===== src/rtl/williams_io_pkg.sv =====
// Shared types and defaults for the data_io <-> SDRAM port 1 bridge.
package williams_io_pkg;

  localparam int unsigned ADDR_W     = 23;
  localparam int unsigned DATA_W     = 16;
  localparam int unsigned IOA_W      = 25;
  localparam int unsigned CMOS_OFS_W = 10;
  localparam int unsigned PAGE_W     = ADDR_W - CMOS_OFS_W;

  localparam logic [ADDR_W-1:0] CMOS_BASE_DFLT   = 23'h1CC00;
  localparam logic [PAGE_W-1:0] ROM_CMOS_HI_DFLT = 13'h0034;
  localparam logic [7:0]        NV_INDEX_DFLT    = 8'hFF;

  typedef enum logic [1:0] {
    IDLE  = 2'd0,
    ISSUE = 2'd1,
    WAIT  = 2'd2
  } bridge_state_e;

  // One pending SDRAM access: {we, addr, data}, 40 bits.
  typedef struct packed {
    logic              we;
    logic [ADDR_W-1:0] addr;
    logic [DATA_W-1:0] data;
  } hold_entry_t;

  // Each nibble is stored twice so the 8-bit CMOS byte survives 16-bit SDRAM lanes.
  function automatic logic [DATA_W-1:0] nibble_dup(input logic [7:0] b);
    return {b[7:4], b[7:4], b[3:0], b[3:0]};
  endfunction

endpackage


===== src/rtl/ioctl_sdram_bridge_if.sv =====
// data_io transfer signals and SDRAM port 1 signals seen by the bridge.
interface ioctl_sdram_bridge_if;
  import williams_io_pkg::*;

  logic              ioctl_download;
  logic              ioctl_upload;
  logic [7:0]        ioctl_index;
  logic              ioctl_wr;
  logic [IOA_W-1:0]  ioctl_addr;
  logic [7:0]        ioctl_dout;
  logic [7:0]        ioctl_din;

  logic              port1_req;
  logic              port1_ack;
  logic [ADDR_W-1:0] port1_a;
  logic              port1_we;
  logic [1:0]        port1_ds;
  logic [DATA_W-1:0] port1_d;
  logic [DATA_W-1:0] port1_q;

  // Bridge side: consumes ioctl, masters SDRAM port 1.
  modport master (
    input  ioctl_download, ioctl_upload, ioctl_index, ioctl_wr, ioctl_addr, ioctl_dout,
    output ioctl_din,
    output port1_req, port1_a, port1_we, port1_ds, port1_d,
    input  port1_ack, port1_q
  );

  // Environment side: data_io plus the SDRAM controller.
  modport slave (
    output ioctl_download, ioctl_upload, ioctl_index, ioctl_wr, ioctl_addr, ioctl_dout,
    input  ioctl_din,
    input  port1_req, port1_a, port1_we, port1_ds, port1_d,
    output port1_ack, port1_q
  );

endinterface


===== src/rtl/ioctl_addr_remap.sv =====
// Maps ioctl byte addresses onto SDRAM words, folding CMOS images into the CMOS window.
module ioctl_addr_remap
  import williams_io_pkg::*;
#(
  parameter logic [ADDR_W-1:0] CMOS_BASE   = CMOS_BASE_DFLT,
  parameter logic [PAGE_W-1:0] ROM_CMOS_HI = ROM_CMOS_HI_DFLT,
  parameter logic [7:0]        NV_INDEX    = NV_INDEX_DFLT
) (
  input  logic [7:0]        index,
  input  logic [ADDR_W-1:0] addr,
  output logic [ADDR_W-1:0] addr_c
);

  logic cmos_hit_c;

  // CMOS hit: D000-D3FF slice of the ROM file, or a standalone NVRAM transfer.
  always_comb begin
    cmos_hit_c = ((index == 8'h00) && (addr[ADDR_W-1:CMOS_OFS_W] == ROM_CMOS_HI)) ||
                 (index == NV_INDEX);
    addr_c     = cmos_hit_c ? (CMOS_BASE | ADDR_W'(addr[CMOS_OFS_W-1:0])) : addr;
  end

endmodule


===== src/rtl/ioctl_sdram_bridge.sv =====
// Handshaked engine turning ioctl downloads/uploads into SDRAM port 1 toggle requests.
module ioctl_sdram_bridge
  import williams_io_pkg::*;
#(
  parameter logic [ADDR_W-1:0] CMOS_BASE   = CMOS_BASE_DFLT,
  parameter logic [PAGE_W-1:0] ROM_CMOS_HI = ROM_CMOS_HI_DFLT,
  parameter logic [7:0]        NV_INDEX    = NV_INDEX_DFLT
) (
  input  logic                 clk_sys,
  input  logic                 reset_n,
  ioctl_sdram_bridge_if.master bus,
  output logic                 busy,
  output logic                 overrun
);

  bridge_state_e         state_q, state_d;
  hold_entry_t           hold_q, hold_d;
  logic                  hold_v_q, hold_v_d;
  logic                  wr_q, wr_d;
  logic                  dl_q, dl_d;
  logic                  up_q, up_d;
  logic [CMOS_OFS_W-1:0] addr_prev_q, addr_prev_d;
  logic                  req_q, req_d;
  logic [ADDR_W-1:0]     a_q, a_d;
  logic                  we_q, we_d;
  logic [DATA_W-1:0]     d_q, d_d;
  logic [7:0]            din_q, din_d;
  logic                  busy_q, busy_d;
  logic                  ovr_q, ovr_d;

  logic [ADDR_W-1:0]     remap_a_c;
  logic                  wr_rise_c;
  logic                  up_cap_c;
  logic                  consume_c;
  hold_entry_t           cap_entry_c;
  logic                  unused_bits;

  assign unused_bits = ^{bus.ioctl_addr[IOA_W-1:ADDR_W], bus.port1_q[15:12], bus.port1_q[7:4]};

  ioctl_addr_remap #(
    .CMOS_BASE   (CMOS_BASE),
    .ROM_CMOS_HI (ROM_CMOS_HI),
    .NV_INDEX    (NV_INDEX)
  ) u_remap (
    .index  (bus.ioctl_index),
    .addr   (bus.ioctl_addr[ADDR_W-1:0]),
    .addr_c (remap_a_c)
  );

  // Capture sources: registered wr edge for downloads, first cycle/address change for uploads.
  always_comb begin
    wr_rise_c = bus.ioctl_wr & ~wr_q & bus.ioctl_download;
    up_cap_c  = bus.ioctl_upload &
                (~up_q | (bus.ioctl_addr[CMOS_OFS_W-1:0] != addr_prev_q));
    cap_entry_c.we   = wr_rise_c;
    cap_entry_c.addr = remap_a_c;
    cap_entry_c.data = wr_rise_c ? nibble_dup(bus.ioctl_dout) : '0;
  end

  // FSM next state, holding buffer and registered outputs.
  always_comb begin
    state_d     = state_q;
    hold_d      = hold_q;
    hold_v_d    = hold_v_q;
    wr_d        = bus.ioctl_wr;
    dl_d        = bus.ioctl_download;
    up_d        = bus.ioctl_upload;
    addr_prev_d = bus.ioctl_addr[CMOS_OFS_W-1:0];
    req_d       = req_q;
    a_d         = a_q;
    we_d        = we_q;
    d_d         = d_q;
    din_d       = din_q;
    ovr_d       = ovr_q;
    consume_c   = 1'b0;

    case (state_q)
      IDLE: begin
        if (hold_v_q) state_d = ISSUE;
      end
      ISSUE: begin
        a_d       = hold_q.addr;
        we_d      = hold_q.we;
        d_d       = hold_q.data;
        req_d     = ~req_q;
        hold_v_d  = 1'b0;
        consume_c = 1'b1;
        state_d   = WAIT;
      end
      WAIT: begin
        if (bus.port1_ack == req_q) begin
          state_d = IDLE;
          if (!we_q) din_d = {bus.port1_q[11:8], bus.port1_q[3:0]};
        end
      end
      default: state_d = IDLE;
    endcase

    // A new transfer session forgets earlier losses.
    if ((bus.ioctl_download & ~dl_q) | (bus.ioctl_upload & ~up_q)) ovr_d = 1'b0;

    // Buffer is free if empty or drained this cycle; otherwise the newcomer is lost.
    if (wr_rise_c | up_cap_c) begin
      if (!hold_v_q || consume_c) begin
        hold_d   = cap_entry_c;
        hold_v_d = 1'b1;
      end else begin
        ovr_d = 1'b1;
      end
    end

    busy_d = (state_d != IDLE) | hold_v_d;
  end

  // State and datapath registers.
  always_ff @(posedge clk_sys or negedge reset_n) begin
    if (!reset_n) begin
      state_q     <= IDLE;
      hold_q      <= '0;
      hold_v_q    <= 1'b0;
      wr_q        <= 1'b0;
      dl_q        <= 1'b0;
      up_q        <= 1'b0;
      addr_prev_q <= '0;
      req_q       <= 1'b0;
      a_q         <= '0;
      we_q        <= 1'b0;
      d_q         <= '0;
      din_q       <= '0;
      busy_q      <= 1'b0;
      ovr_q       <= 1'b0;
    end else begin
      state_q     <= state_d;
      hold_q      <= hold_d;
      hold_v_q    <= hold_v_d;
      wr_q        <= wr_d;
      dl_q        <= dl_d;
      up_q        <= up_d;
      addr_prev_q <= addr_prev_d;
      req_q       <= req_d;
      a_q         <= a_d;
      we_q        <= we_d;
      d_q         <= d_d;
      din_q       <= din_d;
      busy_q      <= busy_d;
      ovr_q       <= ovr_d;
    end
  end

  assign bus.port1_req = req_q;
  assign bus.port1_a   = a_q;
  assign bus.port1_we  = we_q;
  assign bus.port1_d   = d_q;
  assign bus.port1_ds  = 2'b11;
  assign bus.ioctl_din = din_q;
  assign busy          = busy_q;
  assign overrun       = ovr_q;

endmodule


===== src/flat_wrapper.sv =====
// flat-port wrapper written by rule: the top's interface ports become plain ports
module ioctl_sdram_bridge_flat import williams_io_pkg::*;
#(
  parameter logic [ADDR_W-1:0] CMOS_BASE   = CMOS_BASE_DFLT,
  parameter logic [PAGE_W-1:0] ROM_CMOS_HI = ROM_CMOS_HI_DFLT,
  parameter logic [7:0]        NV_INDEX    = NV_INDEX_DFLT
)
  (clk_sys, reset_n, busy, overrun, bus_ioctl_download, bus_ioctl_upload, bus_ioctl_index, bus_ioctl_wr, bus_ioctl_addr, bus_ioctl_dout, bus_ioctl_din, bus_port1_req, bus_port1_a, bus_port1_we, bus_port1_ds, bus_port1_d, bus_port1_ack, bus_port1_q);
  ioctl_sdram_bridge_if bus_i ();
  input  logic clk_sys;
  input  logic reset_n;
  output logic busy;
  output logic overrun;
  input wire logic [$bits(bus_i.ioctl_download)-1:0] bus_ioctl_download;
  input wire logic [$bits(bus_i.ioctl_upload)-1:0] bus_ioctl_upload;
  input wire logic [$bits(bus_i.ioctl_index)-1:0] bus_ioctl_index;
  input wire logic [$bits(bus_i.ioctl_wr)-1:0] bus_ioctl_wr;
  input wire logic [$bits(bus_i.ioctl_addr)-1:0] bus_ioctl_addr;
  input wire logic [$bits(bus_i.ioctl_dout)-1:0] bus_ioctl_dout;
  output wire logic [$bits(bus_i.ioctl_din)-1:0] bus_ioctl_din;
  output wire logic [$bits(bus_i.port1_req)-1:0] bus_port1_req;
  output wire logic [$bits(bus_i.port1_a)-1:0] bus_port1_a;
  output wire logic [$bits(bus_i.port1_we)-1:0] bus_port1_we;
  output wire logic [$bits(bus_i.port1_ds)-1:0] bus_port1_ds;
  output wire logic [$bits(bus_i.port1_d)-1:0] bus_port1_d;
  input wire logic [$bits(bus_i.port1_ack)-1:0] bus_port1_ack;
  input wire logic [$bits(bus_i.port1_q)-1:0] bus_port1_q;
  assign bus_i.ioctl_download = bus_ioctl_download;
  assign bus_i.ioctl_upload = bus_ioctl_upload;
  assign bus_i.ioctl_index = bus_ioctl_index;
  assign bus_i.ioctl_wr = bus_ioctl_wr;
  assign bus_i.ioctl_addr = bus_ioctl_addr;
  assign bus_i.ioctl_dout = bus_ioctl_dout;
  assign bus_ioctl_din = bus_i.ioctl_din;
  assign bus_port1_req = bus_i.port1_req;
  assign bus_port1_a = bus_i.port1_a;
  assign bus_port1_we = bus_i.port1_we;
  assign bus_port1_ds = bus_i.port1_ds;
  assign bus_port1_d = bus_i.port1_d;
  assign bus_i.port1_ack = bus_port1_ack;
  assign bus_i.port1_q = bus_port1_q;
  ioctl_sdram_bridge #(.CMOS_BASE(CMOS_BASE), .ROM_CMOS_HI(ROM_CMOS_HI), .NV_INDEX(NV_INDEX)) u_core (.clk_sys(clk_sys), .reset_n(reset_n), .bus(bus_i), .busy(busy), .overrun(overrun));
endmodule

===== config.mk =====
export PLATFORM = sky130hd
export DESIGN_NAME = ioctl_sdram_bridge_flat
export DESIGN_NICKNAME = d
export VERILOG_FILES = /design/src/rtl/williams_io_pkg.sv /design/src/rtl/ioctl_sdram_bridge_if.sv /design/src/rtl/ioctl_addr_remap.sv /design/src/rtl/ioctl_sdram_bridge.sv /design/src/flat_wrapper.sv
export SDC_FILE = /design/constraint.sdc
export NUM_CORES = 1
export LEC_CHECK = 0
export CORE_UTILIZATION = 25
export CTS_CLUSTER_DIAMETER = 120
export DETAILED_ROUTE_END_ITERATION = 10
export PLACE_DENSITY = 0.57
export SLEW_MARGIN = 0
export SYNTH_ARGS = -nofsm -noshare
export SYNTH_HDL_FRONTEND = slang
export SYNTH_SLANG_ARGS = --single-unit

===== constraint.sdc =====
create_clock -name clk_sys -period 2.3 [get_ports clk_sys]
set_input_delay 0.69 -clock clk_sys [delete_from_list [all_inputs] [get_ports clk_sys]]
set_output_delay 0.69 -clock clk_sys [all_outputs]
set_load 0.02 [all_outputs]

---- Word-level counts from Yosys, hierarchy flattened ----
Cells that the tools add are included.
word-level totals
  flip-flop bits (word level) ............. 107
  input port bits ......................... 63
  output and inout bits ................... 53
  word-level logic and storage cells ...... 57
cells by class
  equality and inequality tests ........... 6
  muxes and demuxes ....................... 12
  bitwise gates (word level) .............. 14
  reductions and logical operators ........ 9
operator list
  cell                                                               count
  23-bit two-way mux                                                 1
  16-bit two-way mux                                                 1
  13-bit by 6-bit == test with 1-bit output (second input constant)  1
  10-bit != test                                                     1
  8-bit == test (second input constant)                              1
  8-bit zero test                                                    1
  1-bit two-way mux                                                  7
  2-bit one-hot mux with 3 select lines                              1
  1-bit bitwise AND                                                  5
  1-bit NOT                                                          5
  2-bit two-way mux                                                  2
  1-bit bitwise OR                                                   4
  3-bit AND reduction                                                1
  2-bit by 1-bit == test with 1-bit output (second input constant)   1
  2-bit == test (second input constant)                              1
  2-bit zero test                                                    1
  1-bit logical OR                                                   2
  2-bit AND reduction                                                1
  2-bit nonzero test                                                 1
  1-bit == test                                                      1
  1-bit logical AND                                                  1
  1-bit zero test                                                    1

---- Longest topological paths before layout ----
  word-level depth ........................ 6
  mapped depth ............................ 8
  gate-level depth less buffers ........... 5

---- By module ----
Synthesis repeated with hierarchy kept, for this count alone.
unflattened totals
  cells, all modules ...................... 256
  area total of the unflattened synthesis .. 3737.3 µm²
modules (own cells, without submodules)
  module              times used  cells each  area an instance (µm²)  sequential area each (µm²)
  ioctl_sdram_bridge  1           219         3467.1                  2277.2
  ioctl_addr_remap    1           37          270.3                   0.0

---- Least setup slack after synthesis ----
Ideal clock, no wire load.
  path type ............................... input to register
  start point ............................. input port bus_ioctl_addr[8]
  end point ............................... register u_core.hold_q[22] in the netlist's numbering
  setup time .............................. 0.125 ns
  arrival time ............................ 2.038 ns
  data required time ...................... 2.175 ns
  setup slack ............................. 0.137 ns
  cell stages on the path ................. 7
  buffers on the path ..................... 2
  path through ............................ xor2_1 nor4_2 and4_4 or2_1 buf_6 buf_6 mux2_4
between the ends
  longest elaborated chain between the ends .. 5
RTL lines
  item                                  line                       text
  start, declared                       flat_wrapper.sv:18         input wire logic [$bits(bus_i.ioctl_addr)-1:0] bus_ioctl_addr;
  10-bit != test                        ioctl_sdram_bridge.sv:54   (~up_q | (bus.ioctl_addr[CMOS_OFS_W-1:0] != addr_prev_q));
  1-bit bitwise OR                      ioctl_sdram_bridge.sv:54
  1-bit bitwise AND                     ioctl_sdram_bridge.sv:53   up_cap_c = bus.ioctl_upload &
  1-bit bitwise OR                      ioctl_sdram_bridge.sv:103  if (wr_rise_c | up_cap_c) begin
  2-bit AND reduction (no source line)  n/a
  end signal, assigned                  ioctl_sdram_bridge.sv:134  hold_q <= hold_d;
  end, declared                         ioctl_sdram_bridge.sv:17   hold_entry_t hold_q, hold_d;
No other way between the ends.
A chain may end at the register's enable or synchronous reset.

---- Worst setup path after layout ----
  start point ............................. input port bus_ioctl_addr[5]
  end point ............................... register u_core.hold_q[5] in the netlist's numbering
Same word-level chain as after synthesis.

==> results by group <==
Placement
  • RD Place Congestion: 0.731
  • DP HPWL: approximately 5500 um
  • Placed instance area: roughly 0.0049 mm2
  • # placed instances: 539
  • PortBufs: 103

Logic synthesis
  • Commonest cells post-synth: dfrtp_1, mux2_2, o21ai_0, buf_4
  • Cells after synthesis: roughly 250
  • Syn avg cell area: approximately 14 um2
  • Top post-synthesis cells by area: dfrtp_1, mux2_2, o21ai_0
  • Synthesis Warnings: 0
  • Ys flop type: dfrtp_1
  • Distinct cell type count after synthesis: 38
  • Post-synth top area share: 0.632
  • EDFF count, synth: 0
  • Synth async-reset ratio: 1.00
  • Seq/Total Area, Yosys: 0.632
  • Flops & latches, synth: 91
  • Synth area leader: dfrtp_1
  • Cell Area, Synth: approximately 0.0036 mm2
  • Count leader, synth: dfrtp_1

Detailed routing
  • Routed via count: between 2000 and 2500
  • Pre-Repair DR Iteration Count: 4
  • Starting DRT DRC Count: 74
  • Vias per cell: 4.34
  • # DRC: 0
  • Routed WL per cell: 14.3 um
  • Final ANT Viol Nets: 0
  • Routed Wire Length: 7940 um

Clock tree
  • H-tree depth: 3
  • Clock root cell: clkbuf_16
  • Worst-skew pair later-pin latency: roughly 0.34 ns
  • Clock-pin transition on the worst setup and hold timing paths: roughly 0.060 ns
  • CTS buffer count: 9
  • Hold-fix buffers, CTS: 0
  • CTS tree: yes
  • Max clock buf depth: 2
  • Sink Count: a little over 90
  • Setup Fix Bufs, Post-CTS: 0

Cells and area
  • Area growth, synth to finish: 45.9%
  • Fin area: 0.00526 mm2
  • Ant. Diodes: 0
  • Final #Nets: 434
  • Final cell count without fillers: 555
  • Fraction of layout cells with a size suffix above 1: 0.251

Timing
  • Worst hold slack: 0.304 ns
  • Slew @ Worst Pin: 0.509 ns
  • Max Clock Skew: 0.0114 ns
  • Final setup vio count: 0
  • Hold Fails Final Rpt: 0
  • Fmax: around 440 MHz
  • Period minus WS final: 2.26 ns
  • Setup TNS: 0 ns
  • Max-slew headroom: 0.660
  • Slew Viols, Final: 0
  • RSZ-0062 raised after global routing: false
  • Final worst path period share: 0.982

Outcome
  • Outcome: finished clean

Pwr
  • VDD IR max: 0.564 mV
  • Total power draw: 0.00707 W
  • PwrDens: between 1000 and 1500 mW/mm2
  • LEAKAGE: 2.27 nW

Floorplanning
  • Core Footprint: 0.0140 mm2
  • Initial Util: 0.258
  • Die ar.: 0.0149 mm2
  • I/O Pins: 116
  • Die Height: 122 um
  • Die width: 122 um
  • # rows: between 40 and 50

Critical path
  • CP Data Required Time: around 2.5 ns
  • Critical Path Slowest Stage Cell: clkdlybuf4s50_1
  • CP arrival: 2.48 ns
  • CP cell instances: clkdlybuf4s50_1 -> xnor2_1 -> and4_4 -> and4_4 -> or2_4 -> clkbuf_16 -> buf_4 -> a22o_1
  • Setup crit end kind: flop
  • Buffers & Inverters on Critical Path: 3
  • Crit path max fanout: 9
  • Crit-path max cell delay: about 0.47 ns
  • Crit Path Category: primary input to flop
  • Critical Path Start Type: primary input
  • Crit-path most repeated cell: and4_4
  • Cell family with most CP delay: buffers and inverters

Global routing
  • All-Layer GR Usage: 0.114
  • Vias in the first global route: around 2500
  • Largest net degree at the start of global routing: 43
  • Antenna violations before repair: 0
  • Grt total ovfl: 0
  • First-pass GRT wire length: 12600 um

Job
  • Maxcap violations: 0

Hold path
  • Hold WC Path Type: primary input to asynchronous set/reset pin
-- final timing paths --
check	start	endpoint	slack, ns	cells after the start
max	bus_ioctl_addr[5]	u_core.hold_q[5]	0.04	8
min	reset_n	u_core.bus.ioctl_din[6]	0.30	1
max reg2reg	u_core.addr_prev_q[8]	u_core.hold_q[19]	0.40	6
min reg2reg	u_core.state_q[1]	u_core.state_q[0]	0.47	1
max in group asynchronous	reset_n	u_core.hold_q[14]	1.39	2
min in group clk_sys	u_core.state_q[1]	u_core.state_q[0]	0.47	1
-- layout by cell type, fill, tap and decap left out, drive strengths merged, types with 2 or more instances in the layout --
| master | Yosys | routed |
|---|---|---|
| dfrtp | 91 | 91 |
| clkdlybuf4s50 | 0 | 95 |
| o21ai | 24 | 24 |
| or3 | 5 | 5 |
| nand3b | 2 | 2 |
| nand2 | 3 | 3 |
| nand4 | 4 | 4 |
| nor3b | 2 | 2 |
| nor4 | 3 | 3 |
| mux2 | 50 | 50 |
| dlymetal6s2s | 0 | 4 |
| a21oi | 2 | 2 |
| dlygate4sd2 | 0 | 3 |
| conb | 1 | 2 |
| inv | 3 | 3 |
| and4 | 2 | 2 |
| xnor2 | 4 | 4 |
| nor3 | 2 | 2 |
| a22o | 8 | 8 |
| buf | 15 | 24 |
| nor2 | 3 | 3 |
| clkbuf | 5 | 14 |
| o22a | 5 | 5 |
| xor2 | 8 | 8 |
-- timing repair --
| action | in CTS | in global routing |
|---|---|---|
| pin swaps | 4 | 3 |
| setup endpoints to repair | 19 | 24 |
| gates resized for setup | 5 | 4 |
| endpoints found under the hold margin | 0 | 0 |
| gates cloned | 0 | 1 |
-- layer usage --
metal,GRT usage,share of wire,up-vias
li1,-,-,1135
met1,0.134,0.44,1191
met2,0.180,0.47,76
met3,0.0492,0.075,8
met4,0.0503,0.013,0
met5,0,0,-
-- state kept, by name, summed over array words and instances, names as in the netlist, 2 cells and up --
register,cells
u_core.bus.port1_d,8
u_core.bus.ioctl_din,8
u_core.addr_prev_q,10
u_core.hold_q,32
u_core.state_q,2
u_core.bus.port1_a,23
-- stage by stage --
stage	util	worst slack, ns
detailed placement	0.352	-0.436
finish	0.376	0.0421
global route	0.376	0.00242
global placement	0.352	-0.428
CTS	0.373	0.00232
floorplan	-	0.137
-- power breakdown --
part	switching, W	total [W]	internal, W
clock	0.000574	0.00147	0.000894
combinational	0.00132	0.00297	0.00165
sequential	0.000357	0.00263	0.00228
total	0.00225	0.00707	0.00482
-- area by class of cell --
cell class                      count  area (um2)
Timing Repair Buffer              127        1260
Sequential cell                    91        2280
Inverter                            3        11.3
Tap cell                          180         225
Multi-Input combinational cell    139        1190
Clock buffer                       13         260
Fill cell                        1351        8730
Clock inverter                      2        35.0
-- cells by family after synthesis --
kind of cell	after synthesis	synth area share
other	1	0.00104
and+or+nand+nor	32	0.0590
muxes	50	0.160
buffers and inverters	23	0.0413
xor gates and xnor gates	12	0.0292
DFF	91	0.632
AOI/OAI and AO/OA	43	0.0771
No activity file was read; power rests on OpenSTA's default activity.
